File: src/rtl/npc_pkg.sv
// Shared definitions for the multicycle sequencer: state encoding,
// write-back select codes and RV32 opcode constants.
package npc_pkg;

   typedef enum logic [2:0] {
      S_IDLE     = 3'd0,
      S_IF_REQ   = 3'd1,
      S_IF_WAIT  = 3'd2,
      S_EXEC     = 3'd3,
      S_MEM_REQ  = 3'd4,
      S_MEM_WAIT = 3'd5,
      S_WB       = 3'd6,
      S_HALT     = 3'd7
   } state_t;

   localparam logic [1:0] WB_ALU = 2'd0;
   localparam logic [1:0] WB_PC4 = 2'd1;
   localparam logic [1:0] WB_MEM = 2'd2;
   localparam logic [1:0] WB_IMM = 2'd3;

   localparam logic [6:0] OPC_LOAD   = 7'b0000011;
   localparam logic [6:0] OPC_STORE  = 7'b0100011;
   localparam logic [6:0] OPC_OP_IMM = 7'b0010011;
   localparam logic [6:0] OPC_OP     = 7'b0110011;
   localparam logic [6:0] OPC_BRANCH = 7'b1100011;
   localparam logic [6:0] OPC_JAL    = 7'b1101111;
   localparam logic [6:0] OPC_JALR   = 7'b1100111;
   localparam logic [6:0] OPC_SYSTEM = 7'b1110011;

   localparam logic [31:0] INSN_ECALL  = 32'h0000_0073;
   localparam logic [31:0] INSN_EBREAK = 32'h0010_0073;

   // A load writes back from memory; a store writes memory.
   function automatic logic is_mem_op(input logic [1:0] wbsel, input logic dmwen);
      return (wbsel == WB_MEM) || dmwen;
   endfunction

endpackage

File: src/rtl/instret_counter.sv
// Retired-instruction counter; wraps from 0xFFFFFFFF to 0.
module instret_counter (
   input  logic        clk,
   input  logic        rst,
   input  logic        inc,
   output logic [31:0] count
);

   // count one per retire strobe
   always_ff @(posedge clk) begin
      if (rst) begin
         count <= 32'd0;
      end else if (inc) begin
         count <= count + 32'd1;
      end
   end

endmodule

File: src/rtl/multicycle_sequencer.sv
// Multicycle instruction sequencer: fetch, execute, optional memory
// access and write-back over one shared memory port.
// Optional build macro: MISALIGN_CHECK_EN adds the pc_lo port and halts on
// a misaligned fetch or a misaligned load/store address.
//
// state      | meaning
// -----------+---------------------------------------------------
// IDLE       | one cycle after reset, then fetch
// IF_REQ     | instruction fetch request, held until mem_gnt
// IF_WAIT    | waiting for fetch data, latch ir on mem_rvalid
// EXEC       | one-cycle decode/execute, choose next step
// MEM_REQ    | load/store request at ALU address, held until mem_gnt
// MEM_WAIT   | waiting for load data, latch mdr on mem_rvalid
// WB         | one cycle: PC update, register write, retire
// HALT       | absorbing; left only through rst
module multicycle_sequencer
   import npc_pkg::*;
(
   input  logic        clk,
   input  logic        rst,
   output logic        mem_req,
   output logic        mem_we,
   output logic        mem_addr_sel,
   input  logic        mem_gnt,
   input  logic        mem_rvalid,
   input  logic [31:0] mem_rdata,
   output logic [31:0] ir,
   output logic [31:0] mdr,
   input  logic        ctrl_regwen,
   input  logic        ctrl_dmwen,
   input  logic [1:0]  ctrl_wbsel,
   input  logic        halt_req,
   input  logic [1:0]  alu_lo,
`ifdef MISALIGN_CHECK_EN
   input  logic [1:0]  pc_lo,
`endif
   output logic        pc_we,
   output logic        reg_we,
   output logic [2:0]  state,
   output logic        halted,
   output logic [31:0] instret
);

   state_t state_q;
   state_t state_nxt;
   logic   mem_req_q;
   logic   misalign_mem;
   logic   misalign_pc;

`ifdef MISALIGN_CHECK_EN
   assign misalign_mem = (alu_lo != 2'b00);
   assign misalign_pc  = (state_q == S_IF_REQ) && (pc_lo != 2'b00);
`else
   logic unused_alu_lo;
   assign unused_alu_lo = ^alu_lo;
   assign misalign_mem  = 1'b0;
   assign misalign_pc   = 1'b0;
`endif

   // next-state selection; rvalid only matters in the WAIT states, gnt only in the REQ states
   always_comb begin
      state_nxt = state_q;
      case (state_q)
         S_IDLE:     state_nxt = S_IF_REQ;
         S_IF_REQ: begin
            if (misalign_pc)  state_nxt = S_HALT;
            else if (mem_gnt) state_nxt = S_IF_WAIT;
         end
         S_IF_WAIT: begin
            if (mem_rvalid) state_nxt = S_EXEC;
         end
         S_EXEC: begin
            if (halt_req)                              state_nxt = S_HALT;
            else if (is_mem_op(ctrl_wbsel, ctrl_dmwen)) state_nxt = misalign_mem ? S_HALT : S_MEM_REQ;
            else                                       state_nxt = S_WB;
         end
         S_MEM_REQ: begin
            if (mem_gnt) state_nxt = ctrl_dmwen ? S_WB : S_MEM_WAIT;
         end
         S_MEM_WAIT: begin
            if (mem_rvalid) state_nxt = S_WB;
         end
         S_WB:       state_nxt = S_IF_REQ;
         S_HALT:     state_nxt = S_HALT;
         default:    state_nxt = S_IDLE;
      endcase
   end

   // state register, data latches and strobes registered from the next state
   always_ff @(posedge clk) begin
      if (rst) begin
         state_q      <= S_IDLE;
         ir           <= 32'd0;
         mdr          <= 32'd0;
         mem_req_q    <= 1'b0;
         mem_we       <= 1'b0;
         mem_addr_sel <= 1'b0;
         pc_we        <= 1'b0;
         reg_we       <= 1'b0;
         halted       <= 1'b0;
      end else begin
         state_q      <= state_nxt;
         mem_req_q    <= (state_nxt == S_IF_REQ) || (state_nxt == S_MEM_REQ);
         mem_addr_sel <= (state_nxt == S_MEM_REQ);
         mem_we       <= (state_nxt == S_MEM_REQ) && ctrl_dmwen;
         pc_we        <= (state_nxt == S_WB);
         reg_we       <= (state_nxt == S_WB) && ctrl_regwen;
         halted       <= (state_nxt == S_HALT);
         if ((state_q == S_IF_WAIT) && mem_rvalid) ir <= mem_rdata;
         if ((state_q == S_MEM_WAIT) && mem_rvalid) mdr <= mem_rdata;
      end
   end

   // a misaligned fetch is suppressed in the very cycle it is detected
   assign mem_req = mem_req_q & ~misalign_pc;
   assign state   = state_q;

   instret_counter u_instret (
      .clk   (clk),
      .rst   (rst),
      .inc   (pc_we),
      .count (instret)
   );

endmodule

File: config.mk
export PLATFORM = sky130hd
export DESIGN_NAME = multicycle_sequencer
export DESIGN_NICKNAME = d
export VERILOG_FILES = /design/src/rtl/npc_pkg.sv /design/src/rtl/instret_counter.sv /design/src/rtl/multicycle_sequencer.sv
export SDC_FILE = /design/constraint.sdc
export NUM_CORES = 1
export LEC_CHECK = 0
export CAP_MARGIN = 30
export CORE_UTILIZATION = 40
export CTS_CLUSTER_SIZE = 12
export DETAILED_ROUTE_END_ITERATION = 12
export PLACE_DENSITY = 0.75
export SLEW_MARGIN = 20
export SYNTH_ARGS = -nofsm -noshare
export SYNTH_HDL_FRONTEND = slang
export SYNTH_SLANG_ARGS = --single-unit
File: constraint.sdc
create_clock -name clk -period 1.54 [get_ports clk]
set_input_delay 0.385 -clock clk [delete_from_list [all_inputs] [get_ports clk]]
set_output_delay 0.385 -clock clk [all_outputs]
set_load 0.02 [all_outputs]
==> flow_summary_export.csv <==
group,metric,value,unit
status,outcome,"completed",
synthesis,synthFlopType,"dfxtp_1",
synthesis,ys_seq_elements,105,
synthesis,synth_nets,545,
pwr,p_leak,2.676,nW
floorplan,fp.dieH,104.0,um
layout,syn2layout_area_growth,50.32,%
timing,whs,227.1,ps
pwr,internal-power,0.004123,W
pwr,seqPwrFrac,50.7,%
drt,postRouteAntennaNets,0,
setup_path,worst_ep_required_time,1780,ps
clock_network,clk_transition_reported_paths,100,ps
clock_network,h-tree-depth,3,
global_route,overflow,0,
drt,drtIter0Drc,121,
drt,vias,3977,
placed_design,gp_congestion,0.8914,
placed_design,place_area,6030,um^2
timing,skew,14.15,ps
global_route,grt_usage,21.25,%
synthesis,ys.warnings.count,0,
synthesis,ys_types,44,
synthesis,syn_area,4165,um^2
clock_network,cts_max_path_buffers,2,
setup_path,cp_max_fo,9,
clock_network,cts_sinks,105,
layout,fin_area,6261,um^2
timing,drv_slew,0,
placed_design,dp_hpwl,7970,um
timing,fmax,668.8,MHz
clock_network,cts_tree,"yes",
global_route,grt_max_degree,50,
placed_design,portBuffers,145,
synthesis,ys_seq_area_share,50.47,%
timing,worst_pin_slew,520.2,ps
drt,wl_per_cell,13.98,um
drt,viasPerCell,4.886,
synthesis,synth-edff-count,0,
timing,setup_viol,0,
floorplan,coreArea,9955,um^2
timing,layout_min_cycle_time,1495,ps
pwr,ir_worst_vdd,0.6934,mV
timing,grt_setup_unrepaired,"yes",
job,maxCapViolCount,0,
timing,tns,0,ps
global_route,antenna_found_initial,0,
global_route,grt_pass1_vias,4079,
timing,final.period_utilization,97.09,%
clock_network,cts.root.buffer_cell,"clkbuf_8",
layout,drive_gt1_share,19.53,%
floorplan,row_count,36,
setup_path,path_class,"register to register",
pwr,p_clk_share,30.8,%
timing,max_slew_margin,65.32,%
layout,n_antenna_cell,0,
drt,first_pass_iters,4,
clock_network,cts_made_buffers,9,
drt,routed_wl,11380,um
synthesis,syn_inst,501,
pwr,swShare,27.62,%
clock_network,cts_hold_buf,0,
pwr,pwr_density_cell,909.8,nW/um^2
drt,drc,0,
floorplan,io_pins,148,
setup_path,cp-end-kind,"register",
setup_path,crit_arrival,1740,ps
floorplan,initial_core_util,41.84,%
timing,finalHoldViolations,0,
floorplan,chipWidth,104.0,um
global_route,grt_pass1_wl,18890,um
clock_network,worstSkewPairLatency,360,ps
layout,fin_nets,720,
min_path,hp-class,"primary input to register",
setup_path,cp-start-kind,"register",
pwr,combPwrFrac,18.5,%
floorplan,die-area,10830,um^2
pwr,power_switching,0.001573,W
synthesis,syn_avg_cell_area,8.314,um^2
synthesis,async_reset_ff_share,0,%
layout make-up:
class / count / area (um^2)
Fill cell: 895 / 3694
Timing Repair Buffer: 193 / 1713
Sequential cell: 105 / 2143
Clock inverter: 5 / 63.81
Tap cell: 133 / 166.4
Multi-Input combinational cell: 362 / 2014
Clock buffer: 11 / 141.4
Inverter: 5 / 18.77
worst max-delay path, stage by stage, from the launching register on:
cell     delay, ps
dfxtp_2        390
nand4_1        150
or2_4          330
nor4_4         300
xnor2_1        150
nor2_1          50
what timing repair did:
action,CTS,global route
setup buffers,0,6
resized for setup,130,43
endpoints found under the setup margin,113,65
pin swaps,2,8
cloned,0,1
registers in the layout, summed over array words and instances (netlist names):
register,cells
ir,32
mdr,32
u_instret.count,32
state,3
halted,1
mem_addr_sel,1
mem_req,1
mem_we,1
pc_we,1
reg_we,1
worst paths after layout:
check | slack, ps | endpoint | from | depth (start not counted)
min | 230 | state[0] | rst | 2
max reg2reg | 40 | u_instret.count[30] | u_instret.count[17] | 5
min reg2reg | 460 | mdr[11] | mdr[11] | 2
max | 40 | u_instret.count[30] | u_instret.count[17] | 5
stage by stage:
stage	util (%)	setup WS, ps	power, W	std cells
5_1_grt	62.90	-71.49	0.005969	814
3_3_place_gp	60.57	-386.5	0.003998	791
6_report	62.90	44.86	0.005697	814
4_1_cts	61.75	0.4586	0.005702	807
3_5_place_dp	60.57	-405.8	0.004015	791
2_1_floorplan	-	-1.283	0.003484	501
synth_stat cells, types with 4 or more instances:
| cell | n | share of area (%) |
|---|---|---|
| nor3_1 | 6 | 0.72 |
| xnor2_1 | 16 | 3.4 |
| nor2_1 | 35 | 3.2 |
| nand4_1 | 7 | 1.1 |
| nor2b_1 | 5 | 0.75 |
| clkbuf_1 | 17 | 1.5 |
| xor2_1 | 13 | 2.7 |
| inv_1 | 5 | 0.45 |
| dfxtp_1 | 105 | 50 |
| a21oi_1 | 73 | 8.8 |
| nand3_1 | 10 | 1.2 |
| nand3b_1 | 4 | 0.72 |
| or3_1 | 4 | 0.60 |
| buf_2 | 10 | 1.2 |
| o21ai_0 | 5 | 0.60 |
| nand2_1 | 143 | 13 |
placed cells by master (no fill, tap or decap), types with 10 or more instances in the layout:
cell type and count:
dfxtp_2 18, nor2_1 35, clkbuf_8 10, clkdlybuf4s50_1 37
a21oi_1 73, xor2_1 12, xnor2_1 16, clkbuf_2 11
dlygate4sd2_1 85, buf_4 45, nand2_1 143, dfxtp_1 82
power by group through the flow:
stage,clock [W],sequential [W],combinational [W]
floorplan,0,0.00305,0.000432
finish,0.00176,0.00289,0.00105
global placement,0,0.00295,0.00105
CTS,0.00181,0.00289,0.00100
detailed placement,0,0.00295,0.00106
global route,0.00192,0.00290,0.00114
kinds of logic (layout without fill, tap and decap cells):
logic type / Yosys count / after routing / share of synthesized area (%)
simple gates: 247 / 247 / 28.60
flops: 105 / 105 / 50.47
compound gates: 84 / 84 / 10.84
buf+inv: 34 / 214 / 3.455
xor+xnor: 29 / 29 / 6.098
fa+ha+maj: 1 / 1 / 0.3003
mux: 1 / 1 / 0.2403
per-layer routing:
metal  up-vias  wire (um)  share of wire, %  global-route usage [%]
met3        14        966               8.5                   8.271
met4         0        175               1.5                   5.714
met1      1834       4670                41                   23.84
met2       125       5567                49                   37.33
li1       2004          -                 -                       -
met5         -          0                 0                       0
Power figures use the tool's default switching activity.
